$ cat src/rtl/ushift_pkg.sv
// ushift_pkg: mode and state encodings shared by the shift register and its next-value logic
package ushift_pkg;
  typedef enum logic [2:0] {
    M_HOLD = 3'b000,
    M_SHR  = 3'b001,
    M_SHL  = 3'b010,
    M_LOAD = 3'b011,
    M_ROR  = 3'b100,
    M_ROL  = 3'b101,
    M_ASR  = 3'b110,
    M_CLR  = 3'b111
  } mode_e;
  typedef enum logic {S_IDLE = 1'b0, S_BURST = 1'b1} state_e;
  function automatic logic is_burst_mode(input logic [2:0] m);
    return m inside {M_SHR, M_SHL, M_ROR, M_ROL, M_ASR};
  endfunction
endpackage

$ cat src/rtl/ushift_op.sv
// ushift_op: combinational next-value of the shift register for a given mode
module ushift_op
  import ushift_pkg::*;
#(
  parameter int WIDTH = 8
) (
  input  logic [WIDTH-1:0] q,
  input  logic [2:0]       mode,
  input  logic             sin,
  input  logic [WIDTH-1:0] pin,
  output logic [WIDTH-1:0] nq
);
  always_comb begin
    nq = q;
    case (mode)
      M_SHR:   nq = {sin, q[WIDTH-1:1]};
      M_SHL:   nq = {q[WIDTH-2:0], sin};
      M_LOAD:  nq = pin;
      M_ROR:   nq = {q[0], q[WIDTH-1:1]};
      M_ROL:   nq = {q[WIDTH-2:0], q[WIDTH-1]};
      M_ASR:   nq = {q[WIDTH-1], q[WIDTH-1:1]};
      M_CLR:   nq = '0;
      default: nq = q;
    endcase
  end
endmodule

$ cat src/rtl/ushift_reg_param.sv
// ushift_reg_param: universal shift register with counted burst operation
module ushift_reg_param
  import ushift_pkg::*;
#(
  parameter int WIDTH = 8,
  parameter int CNT_W = 8
) (
  input  logic             clk,
  input  logic             reset,
  input  logic             en,
  input  logic [2:0]       mode,
  input  logic             sin,
  input  logic [WIDTH-1:0] pin,
  input  logic             burst_start,
  input  logic [CNT_W-1:0] burst_len,
  output logic [WIDTH-1:0] q,
  output logic             sout_msb,
  output logic             sout_lsb,
  output logic             busy,
  output logic             done
);
  state_e           r_state;
  logic [WIDTH-1:0] r_q;
  logic [CNT_W-1:0] r_cnt;
  logic [2:0]       r_mode;
  logic             r_done;
  logic [2:0]       w_mode;
  logic [WIDTH-1:0] w_nq;
  // Inside a burst the latched mode drives the datapath; external mode is ignored
  assign w_mode = (r_state == S_BURST) ? r_mode : mode;
  ushift_op #(.WIDTH(WIDTH)) u_op (
    .q   (r_q),
    .mode(w_mode),
    .sin (sin),
    .pin (pin),
    .nq  (w_nq)
  );
  always_ff @(posedge clk or posedge reset) begin
    if (reset) begin
      r_state <= S_IDLE;
      r_q     <= '0;
      r_cnt   <= '0;
      r_mode  <= M_HOLD;
      r_done  <= 1'b0;
    end else begin
      r_done <= 1'b0;
      if (r_state == S_IDLE) begin
        if (burst_start && is_burst_mode(mode)) begin
          if (burst_len == '0) r_done <= 1'b1;
          else begin
            r_state <= S_BURST;
            r_cnt   <= burst_len;
            r_mode  <= mode;
          end
        end else if (en) r_q <= w_nq;
      end else if (en) begin
        r_q   <= w_nq;
        r_cnt <= r_cnt - 1'b1;
        if (r_cnt == CNT_W'(1)) begin
          r_state <= S_IDLE;
          r_done  <= 1'b1;
        end
      end
    end
  end
  assign q        = r_q;
  assign sout_msb = r_q[WIDTH-1];
  assign sout_lsb = r_q[0];
  assign busy     = (r_state == S_BURST);
  assign done     = r_done;
endmodule

$ cat config.mk
export PLATFORM = sky130hd
export DESIGN_NAME = ushift_reg_param
export DESIGN_NICKNAME = d
export VERILOG_FILES = /design/src/rtl/ushift_pkg.sv /design/src/rtl/ushift_op.sv /design/src/rtl/ushift_reg_param.sv
export SDC_FILE = /design/constraint.sdc
export NUM_CORES = 1
export LEC_CHECK = 0
export ABC_AREA = 1
export BUFFER_PORTS_ARGS = -buffer_cell sky130_fd_sc_hd__buf_2
export CAP_MARGIN = 20
export CORE_ASPECT_RATIO = 1.4
export CORE_MARGIN = 2
export CORE_UTILIZATION = 55
export CTS_BUF_LIST = sky130_fd_sc_hd__clkbuf_4
export DETAILED_ROUTE_END_ITERATION = 10
export PLACE_DENSITY_LB_ADDON = 0.05
export SETUP_SLACK_MARGIN = 0.5
export SYNTH_ARGS = -nofsm -noshare
export SYNTH_HDL_FRONTEND = slang
export SYNTH_HIERARCHICAL = 1
export SYNTH_SLANG_ARGS = --single-unit
$ cat constraint.sdc
create_clock -name clk -period 2.1 [get_ports clk]
set_input_delay 0.21 -clock clk [delete_from_list [all_inputs] [get_ports clk]]
set_output_delay 0.21 -clock clk [all_outputs]
set_load 0.02 [all_outputs]
==> impl_metrics.json, run 1 <==
{
  "pre_cts_ws_ps": 328.7,
  "rsz0062_at_grt": "true",
  "n_antenna_cell": 0,
  "area_delta_synth_final_pct": 21.07,
  "start_util_pct": 56.60,
  "path_class": "reg -> reg",
  "worstPathRequired_ps": 2360,
  "num_vias": 2065,
  "fp.dieH_um": 73.44,
  "h-tree-depth": 1,
  "maxSlewHeadroom_pct": 44.64,
  "p_switching_uw": 1747,
  "grt_pass1_wl_um": 8259,
  "fin_util_pct": 68.52,
  "vdd_ir_drop_max_mv": 0.9933,
  "wl_per_cell_um": 13.85,
  "clk_latency_ps": 310,
  "cp.arrival_ps": 1930,
  "slew_violations": 0,
  "cp_cell_sequence": "buf_6 -> o21ai_4 -> buf_4 -> nand3_4 -> nor2_1 -> nor2_2 -> nand3_2 -> nand3_1 -> nand2_1",
  "synth-adder-area-share_pct": 1.321,
  "drive_gt1_share_pct": 31.61,
  "final_cell_mix": "nand2_1, buf_2, nand3_1",
  "ys_types": 29,
  "leakagePower_uw": 0.001216,
  "grt_pass1_vias": 1884,
  "power_uw": 3328,
  "synthSimpleGateAreaFrac_pct": 52.11,
  "cap_violations": 0,
  "via_per_inst": 5.596,
  "syn_inst": 282,
  "layout_commonest_cell": "nand2_1",
  "yosys.area_share.xor_xnor_pct": 0,
  "p_seq_share_pct": 22.8,
  "syn_nets": 308,
  "grt_max_degree": 22,
  "ant_nets": 0,
  "yosys-mux-area-fraction_pct": 0,
  "synth_seq_cells": 21,
  "clkTransAtPathRegs_ps": 140,
  "hold_violations": 0,
  "p_int_uw": 1581,
  "synth-compound-area-share_pct": 4.557,
  "setup-violations-final": 0,
  "grt_usage_pct": 28.05,
  "crit_fanout": 8,
  "die_w_um": 53.60,
  "hold_class": "in -> async",
  "clockBufferDepth": 2,
  "critPathCaptureType": "flip-flop",
  "synth_top_family_by_area": "simple AND/OR/NAND/NOR gates",
  "cts_buffers": 3,
  "worstMarginPinSlew_ps": 829.5,
  "fin_ws_ps": 432.4,
  "swShare_pct": 52.50,
  "coreArea_um2": 3347,
  "syn_area_um2": 1894,
  "power_density_nw_per_um2": 1451,
  "cts_hold_buf": 0,
  "pwr-share-clk_pct": 6.2,
  "dp_hpwl_um": 3447,
  "dr.pass1.iters": 4,
  "cp_slowest_cell": "dfrtp_2",
  "max_stage_delay_ps": 470,
  "cp-start-kind": "flip-flop",
  "rows": 25,
  "finalCritPeriodShare_pct": 79.41,
  "fin_nets": 356,
  "yosysWarnings": 6,
  "clock_skew_ps": 15.07,
  "cts.root.buffer_cell": "clkbuf_4",
  "grt_overflow": 0,
  "drtIter0Drc": 73,
  "fmax_mhz": 599.7,
  "cts_tree": "done",
  "status": "complete, no violations",
  "io_buffers": 35,
  "finalCriticalPeriod_ps": 1668,
  "yosysSeqAreaShare_pct": 27.74,
  "antenna_found_initial": 0,
  "fp.dieArea_um2": 3936,
  "power_frac_comb_pct": 71.0,
  "io-pin-count": 36,
  "routed_wl_um": 5109,
  "fin_setup_tns_ps": 0,
  "drc": 0,
  "cts_num_sinks": 21,
  "place_congestion": 0.8094,
  "avgSynthCellArea_um2": 6.717
}
power by group through the flow:
stage / clock network, uW / registers [uW] / logic [uW]
finish: 207 / 759 / 2360
CTS: 212 / 755 / 2280
detailed placement: 0 / 783 / 1940
floorplan: 0 / 772 / 1770
global placement: 0 / 782 / 1920
global route: 230 / 786 / 2610
area by class of cell:
cell class / instances / area [um^2]
multi-input cells: 223 / 1200
fillers: 314 / 1054
flip-flops and latches: 21 / 526.8
repair buffers: 54 / 341.6
inverters: 26 / 136.4
well taps: 40 / 50.05
clock buffers: 3 / 22.52
repair inverters: 1 / 8.758
clock inverters: 1 / 7.507
repair_timing:
| item | CTS | global route |
|---|---|---|
| setup buffers | 12 | 2 |
| resized for setup | 9 | 7 |
| pin swaps | 13 | 8 |
| endpoints found under the setup margin | 16 | 16 |
| cloned | 2 | 1 |
through the flow:
stage	hold slack, ps	cell area, um^2	instances
2_1_floorplan	186.5	1974	282
3_3_place_gp	405.7	2071	348
3_5_place_dp	407.0	2071	348
4_1_cts	58.97	2247	366
5_1_grt	90.62	2293	369
6_report	35.46	2293	369
flip-flops by register name, indices dropped and copies added (netlist names):
name	flops
q	8
done	1
r_cnt	8
r_mode	3
busy	1
worst max-delay path: cells and delay by family (launching register included):
| kind | cells | cell delay [ps] |
|---|---|---|
| AO/OA/AOI/OAI | 1 | 240 |
| buffers and inverters | 2 | 330 |
| flip-flops | 1 | 470 |
| AND/OR/NAND/NOR | 6 | 580 |
synth_stat cells:
cell	number	area, um^2
nand2_1	82	307.8
nor2_1	35	131.4
nand3_1	34	170.2
nand4_1	22	137.6
dfrtp_1	21	525.5
inv_1	21	78.83
o21ai_0	13	65.06
nand3_2	9	90.09
nor2_2	7	43.79
buf_6	5	56.30
buf_4	3	22.52
inv_2	3	11.26
nand2_2	3	18.77
o21ai_1	3	15.01
or2_2	3	18.77
buf_2	2	10.01
ha_1	2	25.02
nor2_4	2	22.52
nor3_1	2	10.01
buf_12	1	20.02
buf_8	1	15.01
bufinv_16	1	30.03
clkbuf_1	1	3.750
clkbuf_8	1	13.76
clkinv_4	1	8.760
nand2_4	1	11.26
nand3_4	1	17.52
nor3b_1	1	7.510
o22ai_1	1	6.260
final timing paths:
kind	from	to	slack, ps	cells after the start
worst max-delay path	busy	q[2]	430	9
worst min-delay path	reset	r_cnt[3]	40	2
min in group clk	burst_len[3]	r_cnt[3]	210	5
max in group asynchronous	reset	busy	1510	2
worst max register to register	busy	q[2]	430	9
worst min register to register	r_mode[2]	r_mode[2]	530	2
metal layers:
| layer | vias to the layer above | wire, um | global-route usage (%) |
|---|---|---|---|
| met5 | - | 0 | 0 |
| met4 | 0 | 91 | 11.68 |
| met3 | 10 | 300 | 4.268 |
| met2 | 82 | 2661 | 49.52 |
| met1 | 951 | 2056 | 32.77 |
| li1 | 1022 | - | - |
kinds of logic (layout without fill, tap and decap cells):
group	after synthesis	after routing
DFF	21	21
adders and majority gates	2	2
and+or+nand+nor	202	203
buffers and inverters	40	85
AOI/OAI and AO/OA	17	18
Note: power is estimated with default switching activity, not from simulation.
==> run 2, diff against run 1 <==
==> constraint.sdc (replaced) <==
create_clock -name clk -period 1.73 [get_ports clk]
set_input_delay 0.173 -clock clk [delete_from_list [all_inputs] [get_ports clk]]
set_output_delay 0.173 -clock clk [all_outputs]
set_load 0.02 [all_outputs]
==> run 2 against run 1 <==
  * First-iteration DRC count is 11% lower
  * Critical path type unchanged
  * Largest power group unchanged
  * Critical path depth down 1
  * Clock skew is 7.1 ps lower
  * Clock power increased by 12%
==> impl_metrics.json, run 2 (synthesis gave the netlist of run 1 again) <==
{
  "dp_hpwl_um": 3453,
  "area_delta_synth_final_pct": 19.15,
  "detailed_place.area_um2": 2141,
  "routed_wl_um": 4490,
  "path_class": "reg -> reg",
  "place_congestion": 0.8441,
  "worstPathRequired_ps": 1940,
  "via_per_inst": 5.391,
  "power_density_nw_per_um2": 1733,
  "final_cell_mix": "nand2_1, buf_2, nor2_1",
  "cap_violations": 0,
  "cts_buffers": 3,
  "finalCriticalPeriod_ps": 1579,
  "drtIter0Drc": 65,
  "crit_fanout": 10,
  "fp.dieH_um": 73.44,
  "hold_violations": 0,
  "die_w_um": 53.60,
  "layout_commonest_cell": "nand2_1",
  "clk_latency_ps": 300,
  "fmax_mhz": 633.2,
  "start_util_pct": 56.60,
  "io_buffers": 35,
  "critPathCaptureType": "flip-flop",
  "ant_nets": 0,
  "grt_overflow": 0,
  "clock_skew_ps": 7.991,
  "leakagePower_uw": 0.001192,
  "h-tree-depth": 1,
  "fp.dieArea_um2": 3936,
  "rsz0062_at_grt": "true",
  "setup-violations-final": 0,
  "cts_num_sinks": 21,
  "clkTransAtPathRegs_ps": 120,
  "cp-start-kind": "flip-flop",
  "dr.pass1.iters": 4,
  "clockBufferDepth": 2,
  "antenna_found_initial": 0,
  "grt_max_degree": 22,
  "grt_pass1_vias": 1780,
  "grt_usage_pct": 25.20,
  "hold_class": "in -> reg",
  "vdd_ir_drop_max_mv": 1.087,
  "wl_per_cell_um": 12.44,
  "finalCritPeriodShare_pct": 91.28,
  "rows": 25,
  "io-pin-count": 36,
  "grt_pass1_wl_um": 7527,
  "design_area_um2": 2257,
  "drc": 0,
  "maxSlewHeadroom_pct": 73.94,
  "drive_gt1_share_pct": 30.53,
  "cts_tree": "done",
  "slew_violations": 0,
  "num_vias": 1946,
  "fin_setup_tns_ps": 0,
  "cp.arrival_ps": 1780,
  "n_antenna_cell": 0,
  "fin_nets": 348,
  "worstMarginPinSlew_ps": 387.9,
  "coreArea_um2": 3347,
  "cts.root.buffer_cell": "clkbuf_4",
  "status": "complete, no violations"
}
[run 2: area by class of cell]
type	instances	area (um^2)
inverter	26	133.9
fill	330	1090
timing repair buffer	49	327.8
multi-input combinational	221	1189
sequential	21	529.3
tap	40	50.05
clock buffer	3	22.52
clock inverter	1	5.005
[run 2: where the power goes]
group,total [uW],internal (uW),switching [uW]
Combinational,2730,1120,1620
Clock,232,86.1,146
Sequential,947,685,262
[run 2: path summary, 6_finish.rpt]
kind / from / to / slack [ps] / cells past startpoint
max: busy / q[4] / 150 / 8
min: mode[2] / r_mode[2] / 190 / 3
max reg2reg: busy / q[4] / 150 / 8
min reg2reg: r_mode[2] / r_mode[2] / 540 / 2
max in group asynchronous: reset / busy / 1080 / 4
min in group asynchronous: reset / q[5] / 420 / 4
[run 2: worst max-delay path, stage by stage, from the launching register on]
cell	delay, ps
dfrtp_2	530
o21ai_4	230
bufinv_16	220
nand3_4	100
nor2_1	60
nor2_2	110
nand3_2	80
nand3_1	80
nand2_1	60
[run 2: stage by stage]
step	total power, uW	hold WS, ps	worst slack, ps	instances	util (%)
after floorplan	3113	149.5	60.56	282	-
after global placement	3460	212.9	162.1	350	63.96
after global routing	4288	198.8	33.76	361	67.44
after detailed placement	3488	213.9	138.0	350	63.96
final	3911	191.2	150.8	361	67.44
after CTS	3864	180.1	130.6	360	66.54
[run 2: timing repair]
| item | 4_1_cts | 5_1_grt |
|---|---|---|
| endpoints found under the setup margin | 22 | 24 |
| pin swaps | 6 | 2 |
| buffers inserted | 5 | 1 |
| resized for setup | 3 | 7 |
| hold buffers | 1 | 0 |
| endpoints found under the hold margin | 21 | 0 |
| gates cloned | 0 | 0 |
[run 2: layer usage]
layer | global-route usage [%] | up-vias | wire length (um)
li1 | - | 1005 | -
met1 | 29.10 | 885 | 1872
met2 | 48.15 | 50 | 2406
met3 | 1.423 | 6 | 159
met4 | 7.123 | 0 | 52
met5 | 0 | - | 0
